===== src/rtl/image_select_ctrl.sv =====
// Button-driven image selector: sync + debounce per button, wrap/saturate index, clean commit.
// Optional `IMG_SEL_FRAME_SYNC_EN defers the commit to the vsync falling edge.
module image_select_ctrl #(
  parameter int NUM_IMAGES      = 4,
  parameter int SEL_W           = 2,
  parameter int DEBOUNCE_CYCLES = 500000,
  parameter int DB_CNT_W        = 19,
  parameter int WRAP            = 1
) (
  input  logic             clk,
  input  logic             reset,
  input  logic             left_button,
  input  logic             right_button,
  input  logic             vsync,
  output logic [SEL_W-1:0] select,
  output logic             select_pending,
  output logic             step_left,
  output logic             step_right
);

  localparam logic [SEL_W-1:0]    MAX_IDX = SEL_W'(NUM_IMAGES - 1);
  localparam logic [DB_CNT_W-1:0] CNT_MAX = DB_CNT_W'(DEBOUNCE_CYCLES - 1);

  logic [1:0]       raw, stable, stable_q, press;
  logic             left_only, right_only;
  logic [SEL_W-1:0] target;

  assign raw = {right_button, left_button};

  // bit 0 = left, bit 1 = right
  for (genvar b = 0; b < 2; b++) begin : g_btn
    logic [1:0]          sync;
    logic [DB_CNT_W-1:0] cnt;
    logic                stb;

    always_ff @(posedge clk) begin
      if (reset) begin
        sync <= '0;
        cnt  <= '0;
        stb  <= 1'b0;
      end else begin
        sync <= {sync[0], raw[b]};
        if (sync[1] == stb) begin
          cnt <= '0;
        end else if (cnt == CNT_MAX) begin
          stb <= sync[1];
          cnt <= '0;
        end else begin
          cnt <= cnt + DB_CNT_W'(1);
        end
      end
    end

    assign stable[b] = stb;
  end

  assign press      = stable & ~stable_q;
  assign left_only  = press[0] & ~press[1];
  assign right_only = press[1] & ~press[0];

  always_ff @(posedge clk) begin
    if (reset) begin
      stable_q   <= '0;
      target     <= '0;
      step_left  <= 1'b0;
      step_right <= 1'b0;
    end else begin
      stable_q   <= stable;
      step_left  <= left_only;
      step_right <= right_only;
      // Compare against the end points rather than using modulo so non-power-of-two counts stay in range
      if (left_only) begin
        if (target == '0) target <= (WRAP != 0) ? MAX_IDX : '0;
        else              target <= target - SEL_W'(1);
      end else if (right_only) begin
        if (target == MAX_IDX) target <= (WRAP != 0) ? '0 : MAX_IDX;
        else                   target <= target + SEL_W'(1);
      end
    end
  end

`ifdef IMG_SEL_FRAME_SYNC_EN
  logic vsync_q;

  always_ff @(posedge clk) begin
    if (reset) begin
      vsync_q <= 1'b1;
      select  <= '0;
    end else begin
      vsync_q <= vsync;
      if (vsync_q & ~vsync) select <= target;
    end
  end
`else
  logic unused_vsync;
  assign unused_vsync = vsync;

  always_ff @(posedge clk) begin
    if (reset) select <= '0;
    else       select <= target;
  end
`endif

  assign select_pending = (target != select);

endmodule


===== config.mk =====
export PLATFORM = sky130hd
export DESIGN_NAME = image_select_ctrl
export DESIGN_NICKNAME = d
export VERILOG_FILES = /design/src/rtl/image_select_ctrl.sv
export SDC_FILE = /design/constraint.sdc
export NUM_CORES = 1
export LEC_CHECK = 0
export ABC_CLOCK_PERIOD_IN_PS = 2000
export CAP_MARGIN = 25
export CORE_UTILIZATION = 50
export DETAILED_ROUTE_END_ITERATION = 16
export PLACE_DENSITY = 0.66
export SLEW_MARGIN = 20
export SYNTH_ARGS = -nofsm -noshare
export SYNTH_HDL_FRONTEND = slang
export SYNTH_SLANG_ARGS = --single-unit

===== constraint.sdc =====
create_clock -name clk -period 2 [get_ports clk]
set_clock_uncertainty 0.1 [all_clocks]
set_input_delay 0.3 -clock clk [delete_from_list [all_inputs] [get_ports clk]]
set_output_delay 0.3 -clock clk [all_outputs]
set_load 0.005 [all_outputs]

# Yosys cells after proc, flatten, opt, wreduce, memory -nomap -nowiden
# Cells that the tools add are included.
classes:
  n_eq_ne: 6
  bitwise: 8
  reduce_logical: 6
  muxes: 4
  n_addsub: 4
ops:
  columns: ["operator", "count"]
  rows:
  - ["$add A19 B1 Y19 const B", 2]
  - ["$eq A19 B19 Y1 const B", 2]
  - ["$mux W2", 4]
  - ["$reduce_or A3 Y1", 2]
  - ["$not A1 Y1", 4]
  - ["$reduce_and A2 Y1", 2]
  - ["$add A2 B1 Y2 const B", 1]
  - ["$and A1 B1 Y1", 2]
  - ["$and A2 B2 Y2", 1]
  - ["$eq A1 B1 Y1", 2]
  - ["$eq A2 B2 Y1 const B", 1]
  - ["$logic_not A2 Y1", 1]
  - ["$ne A2 B2 Y1", 1]
  - ["$not A2 Y2", 1]
  - ["$reduce_bool A2 Y1", 1]
  - ["$sub A2 B1 Y2 const B", 1]
word_totals:
  word_cells: 39
  reg_bits: 52

# Longest topological paths before layout
depth:
  word_depth: 6
  mapped_depth: 7
  depth_no_buf: 7

# Worst setup path before layout
# Ideal clock, no wire load.
synth_timing:
  path_type: "register -> register"
  start: "register g_btn[1].cnt[0]"
  end: "register g_btn[1].cnt[16]"
  path_buffers: 0
  setup_time_ns: 0.070
  arrival_ns: 1.678
  stages_incl_launch_ff: 6
  path_slack_ns: 0.152
  cell_sequence: "dfxtp_1 ha_1 nand3_2 or4_4 or3_1 a21oi_1"
synth_via:
  elab_chain_len: 2
  elab_cells_between_ends: 3
  cone_classes: "add/sub: 1; eq/ne: 1; reduce/logical: 1"
synth_lines:
  columns: ["element", "line_no", "rtl"]
  rows:
  - ["start: declaration", "33", "logic [DB_CNT_W-1:0] cnt;"]
  - ["start signal: assignment", "49", "cnt <= cnt + DB_CNT_W'(1);"]
  - ["branches (longest 2 deep; another with $add A19 B1 Y19)", null, null]
# Several ways; the timed one is not identified.
# A chain may end at the register's enable or synchronous reset.

# Worst setup path in the final report
layout_timing:
  start: "register g_btn[1].cnt[1]"
  end: "register g_btn[1].cnt[18]"
# The elaborated chain is that of the path after synthesis.

==> impl_metrics.xml <==
<?xml version="1.0" encoding="UTF-8"?>
<metrics>
  <group name="yosys">
    <metric name="synth-async-reset-ratio" unit="%">0</metric>
    <metric name="synth_top_flop_cell" unit="">sky130_fd_sc_hd__dfxtp_1</metric>
    <metric name="synthCells" unit="">251</metric>
    <metric name="synth_seq_cells" unit="">52</metric>
    <metric name="ys_seq_area_share" unit="%">44.26</metric>
    <metric name="mappedNetlistArea" unit="um^2">2352</metric>
    <metric name="synth_cell_types" unit="">34</metric>
    <metric name="synth_edf_count" unit="">0</metric>
    <metric name="avgSynthCellArea" unit="um^2">9.372</metric>
    <metric name="yosys_warnings" unit="">0</metric>
    <metric name="mappedNetlistNets" unit="">262</metric>
  </group>
  <group name="critical_path">
    <metric name="register_to_register_setup_slack" unit="ns">0.11</metric>
    <metric name="cp.required" unit="ns">2.14</metric>
    <metric name="setup.worst_path.end_class" unit="">register</metric>
    <metric name="critical_path_peak_fanout" unit="">4</metric>
    <metric name="critPathLaunchType" unit="">register</metric>
    <metric name="critical_path.reg2reg.startpoint" unit="">g_btn[1].cnt[1]</metric>
    <metric name="setup.worst_path.class" unit="">reg2reg</metric>
    <metric name="startpoint" unit="">g_btn[1].cnt[1]</metric>
    <metric name="cp.arrival" unit="ns">2.02</metric>
    <metric name="worst_r2r_path_depth" unit="">5</metric>
  </group>
  <group name="sta">
    <metric name="drv_slew" unit="">0</metric>
    <metric name="finalSetupTns" unit="ns">0</metric>
    <metric name="grt_setup_unrepaired" unit="">false</metric>
    <metric name="final_critical_path_setup_slack" unit="ns">0.1143</metric>
    <metric name="timing.final.crit_share" unit="%">94.28</metric>
    <metric name="timing.fmax" unit="MHz">530.3</metric>
    <metric name="slew_of_the_pin_with_the_lowest_slew_margin" unit="ns">0.4479</metric>
    <metric name="setup_violations" unit="">0</metric>
    <metric name="relSlewSlack" unit="%">69.87</metric>
    <metric name="holdWs" unit="ns">0.3537</metric>
    <metric name="timing.final.hold_violations" unit="">0</metric>
    <metric name="layout_min_cycle_time" unit="ns">1.886</metric>
  </group>
  <group name="pwr">
    <metric name="power.share.sequential" unit="%">62.5</metric>
    <metric name="intPower" unit="mW">1.304</metric>
    <metric name="p_clk_share" unit="%">35.6</metric>
    <metric name="static-leakage-power" unit="nW">0.8660</metric>
    <metric name="worst_ir_drop_vdd" unit="V">0.0004718</metric>
    <metric name="power.density_cell_area" unit="nW/um^2">617.9</metric>
    <metric name="switching_power" unit="uW">361.9</metric>
    <metric name="p_comb_share" unit="%">1.9</metric>
    <metric name="power_switching_share" unit="%">21.72</metric>
    <metric name="fin_total_pwr" unit="mW">1.666</metric>
  </group>
  <group name="drt">
    <metric name="routed_via_density" unit="">5.215</metric>
    <metric name="routed_wirelength" unit="um">3996</metric>
    <metric name="vias" unit="">1726</metric>
    <metric name="initial_drc_count" unit="">85</metric>
    <metric name="wire_per_inst" unit="um">12.07</metric>
    <metric name="drc_errors" unit="">2</metric>
    <metric name="first_pass_iters" unit="">10</metric>
    <metric name="final_antenna_net_count" unit="">0</metric>
  </group>
  <group name="grt">
    <metric name="largest_net_degree_at_the_start_of_global_routing" unit="">19</metric>
    <metric name="global_route.overflow_total" unit="">0</metric>
    <metric name="global_route_wire_length_before_repair" unit="um">7072</metric>
    <metric name="globalRouteTotalUtil" unit="%">17.48</metric>
    <metric name="via_count_of_the_first_global_routing_pass" unit="">1626</metric>
    <metric name="grt_antenna_before_repair" unit="">0</metric>
  </group>
  <group name="clock_network">
    <metric name="path_clk_slew" unit="ns">0.10</metric>
    <metric name="root_buffer" unit="">sky130_fd_sc_hd__clkbuf_8</metric>
    <metric name="cts_max_path_buffers" unit="">2</metric>
    <metric name="clk_latency" unit="ns">0.30</metric>
    <metric name="h_tree_levels" unit="">2</metric>
    <metric name="clock-sinks" unit="">52</metric>
    <metric name="cts_tree" unit="">done</metric>
    <metric name="tritoncts.num_buffers" unit="">5</metric>
  </group>
  <group name="cells_and_area">
    <metric name="antenna-diode-count" unit="">0</metric>
    <metric name="fraction_of_layout_instances_using_a_drive_strength_above_1" unit="%">15.05</metric>
    <metric name="area_growth_from_synthesis_to_layout" unit="%">14.63</metric>
    <metric name="fin_nets" unit="">289</metric>
    <metric name="layout.cells.non_filler" unit="">331</metric>
  </group>
  <group name="placement">
    <metric name="post-place-ws" unit="ns">0.1039</metric>
    <metric name="place.gp.congestion" unit="">0.8306</metric>
    <metric name="place.port_buffers" unit="">8</metric>
    <metric name="post-place-cells" unit="">323</metric>
    <metric name="hpwl" unit="um">2949</metric>
  </group>
  <group name="worst_hold_path">
    <metric name="worst_hold_stages" unit="">1</metric>
    <metric name="timing.hold.worst.class" unit="">reg2reg</metric>
    <metric name="min_from" unit="">g_btn[1].sync[0]</metric>
  </group>
  <group name="run_status">
    <metric name="failing_checks" unit="">DRC</metric>
    <metric name="status" unit="">finished, violations left</metric>
  </group>
  <group name="floorplan">
    <metric name="core" unit="um^2">4444</metric>
    <metric name="die_height" unit="um">70.59</metric>
    <metric name="row_count" unit="">24</metric>
    <metric name="start_util" unit="%">52.93</metric>
    <metric name="die_area" unit="um^2">4983</metric>
    <metric name="pin_count" unit="">10</metric>
    <metric name="die_w" unit="um">70.59</metric>
  </group>
  <group name="job">
    <metric name="maxCapViolations" unit="">0</metric>
  </group>
</metrics>
## worst paths after layout
kind / end
max: g_btn[1].cnt[18]
min: g_btn[1].sync[1]
max reg2reg: g_btn[1].cnt[18]
min reg2reg: g_btn[1].sync[1]
## stage by stage
step | cell area [um^2] | util [%]
after CTS | 2694 | 60.61
after global routing | 2696 | 60.67
after global placement | 2601 | 58.53
after detailed placement | 2601 | 58.53
after floorplan | 2352 | -
final | 2696 | 60.67
## sequential cells by signal, summed over array words and instances (netlist names)
signal      cells
g_btn.cnt      38
g_btn.stb       2
g_btn.sync      4
select          2
stable_q        2
step_left       1
step_right      1
target          2
## cells by family (layout without fill, tap and decap cells)
family	Yosys count	after routing	synth area share, %
AO/OA/AOI/OAI	16	16	5.106
XOR/XNOR	33	33	12.29
flip-flops	52	52	44.26
multiplexers	4	4	1.808
buffers and inverters	19	47	3.245
AND/OR/NAND/NOR	121	121	30.11
adder cells (fa/ha/maj)	6	6	3.191
## timing repair
| item | 4_1_cts | 5_1_grt |
|---|---|---|
| gates resized for setup | 0 | 1 |
| setup endpoints to repair | 0 | 1 |
| buffers inserted | 0 | 0 |
| hold buffers | 0 | 0 |
## cells in the final DEF (no fill, tap or decap), types with 3 or more instances in the layout
master	Yosys	final
sky130_fd_sc_hd__inv_1	14	14
sky130_fd_sc_hd__nand2_1	8	8
sky130_fd_sc_hd__dfxtp_1	52	52
sky130_fd_sc_hd__xnor2_1	24	24
sky130_fd_sc_hd__xor2_1	9	9
sky130_fd_sc_hd__nor3_1	8	8
sky130_fd_sc_hd__a21oi_1	7	7
sky130_fd_sc_hd__a211oi_1	3	3
sky130_fd_sc_hd__nor2b_1	9	9
sky130_fd_sc_hd__nand4_2	3	3
sky130_fd_sc_hd__or3_1	3	3
sky130_fd_sc_hd__nor2_1	43	43
sky130_fd_sc_hd__clkbuf_8	0	5
sky130_fd_sc_hd__nand3_1	12	12
sky130_fd_sc_hd__nor4_1	7	7
sky130_fd_sc_hd__buf_4	0	17
sky130_fd_sc_hd__ha_1	6	5
sky130_fd_sc_hd__clkdlybuf4s50_1	0	8
sky130_fd_sc_hd__nand4_1	6	6
sky130_fd_sc_hd__nor4b_1	5	5
sky130_fd_sc_hd__o21ai_0	4	4
## Yosys cell counts, types with 3 or more instances
cell type                   n  share of area (%)
sky130_fd_sc_hd__dfxtp_1   52                 44
sky130_fd_sc_hd__xor2_1     9                3.4
sky130_fd_sc_hd__nand4_2    3                1.6
sky130_fd_sc_hd__ha_1       6                3.2
sky130_fd_sc_hd__nor4_1     7                1.9
sky130_fd_sc_hd__nor2b_1    9                2.4
sky130_fd_sc_hd__nor3_1     8                1.7
sky130_fd_sc_hd__nand3_1   12                2.6
sky130_fd_sc_hd__o21ai_0    4               0.85
sky130_fd_sc_hd__a21oi_1    7                1.5
sky130_fd_sc_hd__nor2_1    43                6.9
sky130_fd_sc_hd__inv_1     14                2.2
sky130_fd_sc_hd__nand2_1    8                1.3
sky130_fd_sc_hd__nor4b_1    5                1.9
sky130_fd_sc_hd__a211oi_1   3               0.96
sky130_fd_sc_hd__or3_1      3               0.80
sky130_fd_sc_hd__nand4_1    6                1.6
sky130_fd_sc_hd__buf_2      4               0.85
sky130_fd_sc_hd__xnor2_1   24                8.9
## power by group through the flow
| stage | Combinational [mW] | Clock, mW | Sequential [mW] |
|---|---|---|---|
| after floorplan | 0.0153 | 0 | 1.07 |
| after global placement | 0.0319 | 0 | 1.07 |
| after detailed placement | 0.0325 | 0 | 1.07 |
| after CTS | 0.0327 | 0.623 | 1.04 |
| after global routing | 0.0355 | 0.654 | 1.04 |
| final | 0.0320 | 0.592 | 1.04 |
## worst max-delay path: stages (launching register included)
cell                      delay, ns
sky130_fd_sc_hd__dfxtp_1       0.37
sky130_fd_sc_hd__ha_2          0.23
sky130_fd_sc_hd__nand3_2       0.11
sky130_fd_sc_hd__or4_4         0.56
sky130_fd_sc_hd__or3_1         0.32
sky130_fd_sc_hd__a21oi_1       0.14
## area by class of cell
class	count	area, um^2
Clock buffer	5	68.82
Clock inverter	3	23.77
Fill cell	387	1748
Inverter	14	52.55
Multi-Input combinational cell	180	1237
Sequential cell	52	1041
Tap cell	52	65.06
Timing Repair Buffer	25	207.7
## metal layers
layer / vias to the layer above / wire length [um] / track usage (%) / share of wire [%]
met5: - / 0 / 0 / 0
met4: 0 / 51 / 5.333 / 1.3
met1: 784 / 1918 / 22.06 / 48
li1: 918 / - / - / -
met2: 18 / 1922 / 29.77 / 48
met3: 6 / 103 / 4.274 / 2.6
Note: power is estimated with default switching activity, not from simulation.
